### src/rtl/natv_arbiter.sv
// Two-master round-robin arbiter for the shared natv peripheral slave.
// Optional watchdog completion is compiled in with `define NATV_ARB_TIMEOUT_EN.
module natv_arbiter #(
  parameter int unsigned TIMEOUT_CYCLES = 256
) (
  input  logic        clk_i,
  input  logic        rst_i,
  input  logic        m0_valid_i,
  input  logic [31:0] m0_addr_i,
  input  logic [31:0] m0_wdata_i,
  input  logic [3:0]  m0_wstrb_i,
  output logic [31:0] m0_rdata_o,
  output logic        m0_ready_o,
  input  logic        m1_valid_i,
  input  logic [31:0] m1_addr_i,
  input  logic [31:0] m1_wdata_i,
  input  logic [3:0]  m1_wstrb_i,
  output logic [31:0] m1_rdata_o,
  output logic        m1_ready_o,
  output logic        s_valid_o,
  output logic [31:0] s_addr_o,
  output logic [31:0] s_wdata_o,
  output logic [3:0]  s_wstrb_o,
  input  logic [31:0] s_rdata_i,
  input  logic        s_ready_i,
  output logic [1:0]  grant_o,
  input  logic        err_clr_i,
  output logic        timeout_err_o,
  output logic        state_o
);

  // Handshake: a master holds valid and its fields until its ready pulses for
  // one cycle; the slave sees s_valid_o held with constant fields until s_ready_i.
  typedef enum logic {IDLE = 1'b0, BUSY = 1'b1} state_t;

  state_t      state_q, state_d;
  logic [1:0]  grant_q, grant_d;
  logic        last_q, last_d;
  logic [31:0] addr_q, wdata_q;
  logic [3:0]  wstrb_q;
  logic        load, pick_m1, done, to_hit;
  logic [31:0] rdata_mux;

  assign rdata_mux = s_ready_i ? s_rdata_i : 32'hFFFF_FFFF;

  always_comb begin
    state_d    = state_q;
    grant_d    = grant_q;
    last_d     = last_q;
    load       = 1'b0;
    pick_m1    = 1'b0;
    done       = 1'b0;
    m0_ready_o = 1'b0;
    m1_ready_o = 1'b0;
    m0_rdata_o = 32'h0;
    m1_rdata_o = 32'h0;
    case (state_q)
      IDLE: begin
        if (m0_valid_i || m1_valid_i) begin
          // last_q set means m1 was served last, so m0 wins a tie
          pick_m1 = m1_valid_i && (!m0_valid_i || !last_q);
          load    = 1'b1;
          grant_d = pick_m1 ? 2'b10 : 2'b01;
          state_d = BUSY;
        end
      end
      BUSY: begin
        done = s_ready_i || to_hit;
        if (done) begin
          state_d    = IDLE;
          grant_d    = 2'b00;
          last_d     = grant_q[1];
          m0_ready_o = grant_q[0];
          m1_ready_o = grant_q[1];
          m0_rdata_o = grant_q[0] ? rdata_mux : 32'h0;
          m1_rdata_o = grant_q[1] ? rdata_mux : 32'h0;
        end
      end
      default: state_d = IDLE;
    endcase
  end

  always_ff @(posedge clk_i) begin
    if (rst_i) begin
      state_q <= IDLE;
      grant_q <= 2'b00;
      last_q  <= 1'b1;
      addr_q  <= 32'h0;
      wdata_q <= 32'h0;
      wstrb_q <= 4'h0;
    end else begin
      state_q <= state_d;
      grant_q <= grant_d;
      last_q  <= last_d;
      if (load) begin
        addr_q  <= pick_m1 ? m1_addr_i  : m0_addr_i;
        wdata_q <= pick_m1 ? m1_wdata_i : m0_wdata_i;
        wstrb_q <= pick_m1 ? m1_wstrb_i : m0_wstrb_i;
      end
    end
  end

`ifdef NATV_ARB_TIMEOUT_EN
  localparam logic [15:0] TO_LAST = 16'(TIMEOUT_CYCLES - 1);

  logic [15:0] cnt_q;
  logic        err_q;

  assign to_hit = (state_q == BUSY) && !s_ready_i && (cnt_q == TO_LAST);

  always_ff @(posedge clk_i) begin
    if (rst_i) begin
      cnt_q <= 16'h0;
      err_q <= 1'b0;
    end else begin
      if (load) begin
        cnt_q <= 16'h0;
      end else if ((state_q == BUSY) && !s_ready_i && !to_hit) begin
        cnt_q <= cnt_q + 16'h1;
      end
      // a timeout in the same cycle as a clear keeps the flag set
      if (to_hit) begin
        err_q <= 1'b1;
      end else if (err_clr_i) begin
        err_q <= 1'b0;
      end
    end
  end

  assign timeout_err_o = err_q;
`else
  logic unused_cfg;

  assign to_hit        = 1'b0;
  assign timeout_err_o = 1'b0;
  assign unused_cfg    = err_clr_i ^ (TIMEOUT_CYCLES == 0);
`endif

  assign s_valid_o = (state_q == BUSY);
  assign s_addr_o  = addr_q;
  assign s_wdata_o = wdata_q;
  assign s_wstrb_o = wstrb_q;
  assign grant_o   = grant_q;
  assign state_o   = (state_q == BUSY);

endmodule

### config.mk
export PLATFORM = sky130hd
export DESIGN_NAME = natv_arbiter
export DESIGN_NICKNAME = d
export VERILOG_FILES = /design/src/rtl/natv_arbiter.sv
export SDC_FILE = /design/constraint.sdc
export NUM_CORES = 1
export LEC_CHECK = 0
export BUFFER_PORTS_ARGS = -buffer_cell sky130_fd_sc_hd__buf_2
export CAP_MARGIN = 5
export CORE_AREA = 5 5 118 120
export CTS_BUF_LIST = sky130_fd_sc_hd__clkbuf_8
export DETAILED_ROUTE_END_ITERATION = 12
export DIE_AREA = 0 0 123 125
export PLACE_DENSITY = 0.69
export SLEW_MARGIN = 20
export SYNTH_ARGS = -nofsm -noshare
export SYNTH_HDL_FRONTEND = slang
export SYNTH_SLANG_ARGS = --single-unit
### constraint.sdc
create_clock -name clk_i -period 4.54 [get_ports clk_i]
set_input_delay 0.454 -clock clk_i [delete_from_list [all_inputs] [get_ports clk_i]]
set_output_delay 0.454 -clock clk_i [all_outputs]
set_load 0.02 [all_outputs]
## Word level (Yosys, flattened, before mapping)

Index checks and enable logic that the tools add are counted.

| word-level totals | value |
|---|---|
| bits in registers | 72 |
| input port bits | 174 |
| output and inout bits | 139 |
| word-level logic and storage cells | 39 |

| operators by class | value |
|---|---|
| equality and inequality tests | 2 |
| multiplexer cells | 23 |
| bitwise gates (word level) | 1 |
| reduce and logical (&&, ||, !) cells | 7 |

Operators with widths:

| operator | count |
|---|---|
| two-way mux 32 bit | 8 |
| two-way mux 1 bit | 9 |
| two-way mux 2 bit | 3 |
| two-way mux 4 bit | 1 |
| inequality test 2 bit, second input constant | 2 |
| case mux 2 bit (2 select lines) | 1 |
| AND reduction 2 bit | 2 |
| zero test 1 bit | 2 |
| logical OR 1 bit | 2 |
| case mux 1 bit (2 select lines) | 1 |
| logical AND 1 bit | 1 |
| NOT 1 bit | 1 |

## Longest topological paths before layout

| logic depth | value |
|---|---|
| depth after elaboration | 6 |
| mapped depth | 6 |
| depth with buffers taken out | 3 |

## Least setup slack after synthesis

OpenSTA, ideal clock, no wires.

| timing path | value |
|---|---|
| path kind | register -> output |
| start point | reg state_q, in the netlist s_valid_o |
| end point | out m0_rdata_o[22] |
| arrival | 1.554 ns |
| data required time | 4.086 ns |
| path slack | 2.532 ns |
| stages on the path, launching flop included | 5 |
| path buffers | 2 |
| cells stage by stage | dfxtp_1 > buf_2 > and3_1 > clkbuf_1 > and2_1 |

| between the ends | value |
|---|---|
| cells in the longest elaborated chain, start to end | 1 |

RTL lines:

| element | RTL line | source |
|---|---|---|
| start, declared | 36 | `state_t state_q, state_d;` |
| start signal, assigned | 92 | `state_q <= state_d;` |
| two-way mux 32 bit | 57 | `case (state_q)` |
| end, declared | 12 | `output logic [31:0] m0_rdata_o,` |

Every way passes these cells.

## Worst setup path after layout

| timing path | value |
|---|---|
| start point | reg state_q, in the netlist s_valid_o |
| end point | out m1_rdata_o[31] |

| between the ends | value |
|---|---|
| cells in the longest elaborated chain, start to end | 1 |

RTL lines:

| element | RTL line | source |
|---|---|---|
| two-way mux 32 bit | 57 |  |
| end, declared | 18 | `output logic [31:0] m1_rdata_o,` |

Every way passes these cells.

==> flow_summary.html <==
<table>
<tr><th>Metric</th><th>Value</th></tr>
<tr><th colspan="2">Layout</th></tr>
<tr><td>Non-Filler Instances</td><td>799</td></tr>
<tr><td>Leading cell type in the layout, fill and taps excluded</td><td>sky130_fd_sc_hd__buf_2</td></tr>
<tr><td>Share of layout cells above drive strength 1</td><td>53.3%</td></tr>
<tr><td>Total Nets Final</td><td>roughly 790</td></tr>
<tr><td>Commonest cells after routing, fill and taps aside</td><td>sky130_fd_sc_hd__buf_2, sky130_fd_sc_hd__dfxtp_1, sky130_fd_sc_hd__nor3b_1, sky130_fd_sc_hd__a221o_1, sky130_fd_sc_hd__and2_1</td></tr>
<tr><td>Filler Cells Inserted</td><td>1271</td></tr>
<tr><td>Area growth from synthesis to layout</td><td>53.9%</td></tr>
<tr><td>Final design utilization</td><td>40.5%</td></tr>
<tr><td>Diodes inserted</td><td>0</td></tr>
<tr><th colspan="2">Worst setup path</th></tr>
<tr><td>Endpoint of the worst-slack reg-to-reg timing path</td><td>s_addr_o[2]</td></tr>
<tr><td>Crit Reg-Reg Startpoint</td><td>s_valid_o</td></tr>
<tr><td>Crit. End Element</td><td>output port</td></tr>
<tr><td>Launching element of the worst setup path</td><td>s_valid_o</td></tr>
<tr><td>Minimum setup slack among reg-to-reg paths</td><td>approximately 2.2 ns</td></tr>
<tr><td>Worst setup SP type</td><td>flip-flop</td></tr>
<tr><td>Number of cells on the worst reg-to-reg path</td><td>4</td></tr>
<tr><td>Worst endpoint required time</td><td>4.09 ns</td></tr>
<tr><td>Worst setup path category</td><td>flip-flop to output port</td></tr>
<tr><td>Arrival time of the worst setup path</td><td>2.16 ns</td></tr>
<tr><td>Crit-path max FO</td><td>34</td></tr>
<tr><th colspan="2">Clock network</th></tr>
<tr><td>Clock latency of the later-clocked register in the worst-skew pair</td><td>between 0.3 and 0.4 ns</td></tr>
<tr><td>Cts-stage hold buffer count</td><td>0</td></tr>
<tr><td>Clock-pin slew reported for the worst setup and hold paths after clock tree synthesis</td><td>~0.080 ns</td></tr>
<tr><td>Buffer count from post-CTS setup fixing</td><td>0</td></tr>
<tr><td>Maximum level of the CTS H-tree</td><td>3</td></tr>
<tr><td>Cts bufs inserted</td><td>9</td></tr>
<tr><td>Longest Clk Path Bufs</td><td>2</td></tr>
<tr><td>Clock sink total</td><td>72</td></tr>
<tr><td>Post_cts resized</td><td>0</td></tr>
<tr><td>CTS tree</td><td>done</td></tr>
<tr><td>Root buffer selected by CTS</td><td>sky130_fd_sc_hd__clkbuf_8</td></tr>
<tr><th colspan="2">Logic synthesis</th></tr>
<tr><td>Cell types with the largest area share after synthesis</td><td>sky130_fd_sc_hd__dfxtp_1, sky130_fd_sc_hd__a221o_1, sky130_fd_sc_hd__nor3b_1</td></tr>
<tr><td>Sequential area share after synthesis</td><td>between 40% and 50%</td></tr>
<tr><td>Cell taking the most area after synthesis</td><td>sky130_fd_sc_hd__dfxtp_1</td></tr>
<tr><td>Synthesized instance count</td><td>335</td></tr>
<tr><td>Synth Area per Inst</td><td>slightly above 10 um2</td></tr>
<tr><td>Net count after synthesis</td><td>509</td></tr>
<tr><td>Synth Warn #</td><td>0</td></tr>
<tr><td>Post-synthesis instance area</td><td>3390 um2</td></tr>
<tr><td>Distinct cell type count of the synthesized netlist</td><td>25</td></tr>
<tr><td>Proportion of netlist area held by the largest area contributor</td><td>roughly 43%</td></tr>
<tr><td>Synth Register Bits</td><td>72</td></tr>
<tr><th colspan="2">Detailed routing</th></tr>
<tr><td>Antenna violation net count after detailed routing</td><td>0</td></tr>
<tr><td>Mean routed wirelength per cell</td><td>17.2 um</td></tr>
<tr><td>Sum of routed wire length over all layers</td><td>13.8 mm</td></tr>
<tr><td>Vias after detailed routing</td><td>3881</td></tr>
<tr><td>First drt pass iteration count</td><td>4</td></tr>
<tr><td>Drt drc</td><td>0</td></tr>
<tr><td>Vias per std cell</td><td>approximately 4.9</td></tr>
<tr><td>DR iter-0 viols</td><td>171</td></tr>
<tr><th colspan="2">Placed design</th></tr>
<tr><td>Worst-case setup slack after placement</td><td>2.02 ns</td></tr>
<tr><td>Port bufs</td><td>310</td></tr>
<tr><td>Post-detailed-placement half-perimeter wirelength</td><td>between 10 and 15 mm</td></tr>
<tr><td>Number of cells in the design after placement</td><td>approximately 800</td></tr>
<tr><td>RD Place Congestion</td><td>approximately 0.8</td></tr>
<tr><th colspan="2">Die</th></tr>
<tr><td>Core footprint</td><td>12900 um2</td></tr>
<tr><td>Initial core utilization</td><td>26.3%</td></tr>
<tr><td>Die area</td><td>15400 um2</td></tr>
<tr><td>Number of placement rows</td><td>42</td></tr>
<tr><td>Vert. Die Dim</td><td>125 um</td></tr>
<tr><td>Width of the die</td><td>123 um</td></tr>
<tr><td>Ports placed on the boundary</td><td>313</td></tr>
<tr><th colspan="2">STA</th></tr>
<tr><td>Slew Viols, Final</td><td>0</td></tr>
<tr><td>Period Utilization, post-route</td><td>57.5%</td></tr>
<tr><td>Worst-case clock skew</td><td>0.00661 ns</td></tr>
<tr><td>Slack of the critical path</td><td>~1.9 ns</td></tr>
<tr><td>Minimum clock period</td><td>2.61 ns</td></tr>
<tr><td>Final count of hold timing violations</td><td>0</td></tr>
<tr><td>Setup repair after global routing missed its margin</td><td>false</td></tr>
<tr><td>Fin Setup TNS</td><td>0 ns</td></tr>
<tr><td>Number of setup violations in the final report</td><td>0</td></tr>
<tr><td>Slew at the pin closest to its max-slew limit</td><td>0.813 ns</td></tr>
<tr><td>Achievable clock frequency</td><td>~380 MHz</td></tr>
<tr><td>Tightest slew margin relative to the limit</td><td>45.8%</td></tr>
<tr><th colspan="2">Run</th></tr>
<tr><td>Maximum capacitance violations</td><td>0</td></tr>
<tr><th colspan="2">Min path</th></tr>
<tr><td>Hold Crit Class</td><td>primary input to flip-flop</td></tr>
<tr><td>Instance count along the most critical hold path</td><td>2</td></tr>
<tr><td>End of the worst hold path</td><td>s_wdata_o[0]</td></tr>
<tr><td>Hold Path Origin</td><td>m1_wdata_i[0]</td></tr>
<tr><th colspan="2">Pwr</th></tr>
<tr><td>Largest vdd supply drop</td><td>0.000160 V</td></tr>
<tr><td>Total Power</td><td>1670 uW</td></tr>
<tr><td>Leakage power</td><td>0.00270 uW</td></tr>
<tr><td>Power per standard cell area</td><td>320 nW/um2</td></tr>
<tr><th colspan="2">Global route</th></tr>
<tr><td>Global Route Usage Sum</td><td>16.5%</td></tr>
<tr><td>Pin count of the biggest net entering global routing</td><td>between 40 and 50</td></tr>
<tr><td>Via count of the first global-routing pass</td><td>3864</td></tr>
<tr><td>Leftover overflow at the end of global routing</td><td>0</td></tr>
<tr><td>Wire length of the first global-routing pass</td><td>19.9 mm</td></tr>
<tr><td>Initial antenna violation count</td><td>3</td></tr>
<tr><th colspan="2">Outcome</th></tr>
<tr><td>Result of the run</td><td>finished, final reports clean</td></tr>
</table>
[cell type report]
class                      count  area (um2)  share of cell area (%)
clock buffer                  11         151                    2.91
clock inverter                 4        68.8                    1.32
multi-input combinational    221        1740                    33.4
sequential                    72        1440                    27.7
tap                          176         220                    4.23
timing repair buffer         315        1590                    30.5
[Yosys cell counts, drive strengths merged]
| cell type | count |
|---|---|
| a211o | 1 |
| nand3b | 2 |
| o21ba | 1 |
| and4bb | 1 |
| and2 | 64 |
| and3 | 2 |
| nor3 | 1 |
| conb | 1 |
| nand2 | 2 |
| nor2 | 2 |
| nor2b | 1 |
| a211oi | 1 |
| nor4bb | 1 |
| dfxtp | 72 |
| nor3b | 68 |
| clkbuf | 19 |
| o21ai | 2 |
| buf | 23 |
| nand2b | 1 |
| a221o | 68 |
| a21oi | 2 |
[registers in the layout, summed over array words and instances, names as in the netlist]
name,count
s_valid_o,1
s_addr_o,32
s_wstrb_o,4
last_q,1
grant_o,2
s_wdata_o,32
[per-stage QoR]
| stage | hold slack, ns | cell area, um2 |
|---|---|---|
| floorplan | 0.450 | 3390 |
| global placement | 0.463 | 4990 |
| detailed placement | 0.469 | 4990 |
| CTS | 0.294 | 5210 |
| global route | 0.292 | 5210 |
| finish | 0.322 | 5210 |
[where the power goes]
part / internal (uW) / total, uW / switching [uW]
logic: 165 / 377 / 211
registers: 689 / 717 / 28.3
clock network: 334 / 576 / 242
total: 1190 / 1670 / 481
[metal layers]
metal / global-route usage (%) / wire, um / vias to the layer above
met3: 7.00 / 1550 / 30
met5: 0 / 34 / -
met1: 16.6 / 5020 / 1810
met2: 29.3 / 6750 / 209
li1: - / - / 1826
met4: 7.17 / 416 / 6
[worst max-delay path, stage by stage (launching register included)]
cell                      delay (ns)
sky130_fd_sc_hd__dfxtp_1        0.63
sky130_fd_sc_hd__and3_1         0.77
sky130_fd_sc_hd__and2_1         0.23
sky130_fd_sc_hd__buf_2          0.18
[logic make-up (layout without fill, tap and decap cells)]
logic type	Yosys count	in the layout	synth area share (%)
AOI/OAI and AO/OA	75	75	21.5
other	1	1	0.111
and+or+nand+nor	145	145	29.3
buffers and inverters	42	330	6.50
DFF	72	72	42.6
[how the worst max path moves through the flow]
stage,endpoint,depth (start not counted)
global route,m1_rdata_o[31],3
global placement,s_wdata_o[18],4
detailed placement,s_wdata_o[1],4
finish,m1_rdata_o[31],3
CTS,m1_rdata_o[31],3
floorplan,m0_rdata_o[22],4
(Power assumes the default switching activity.)
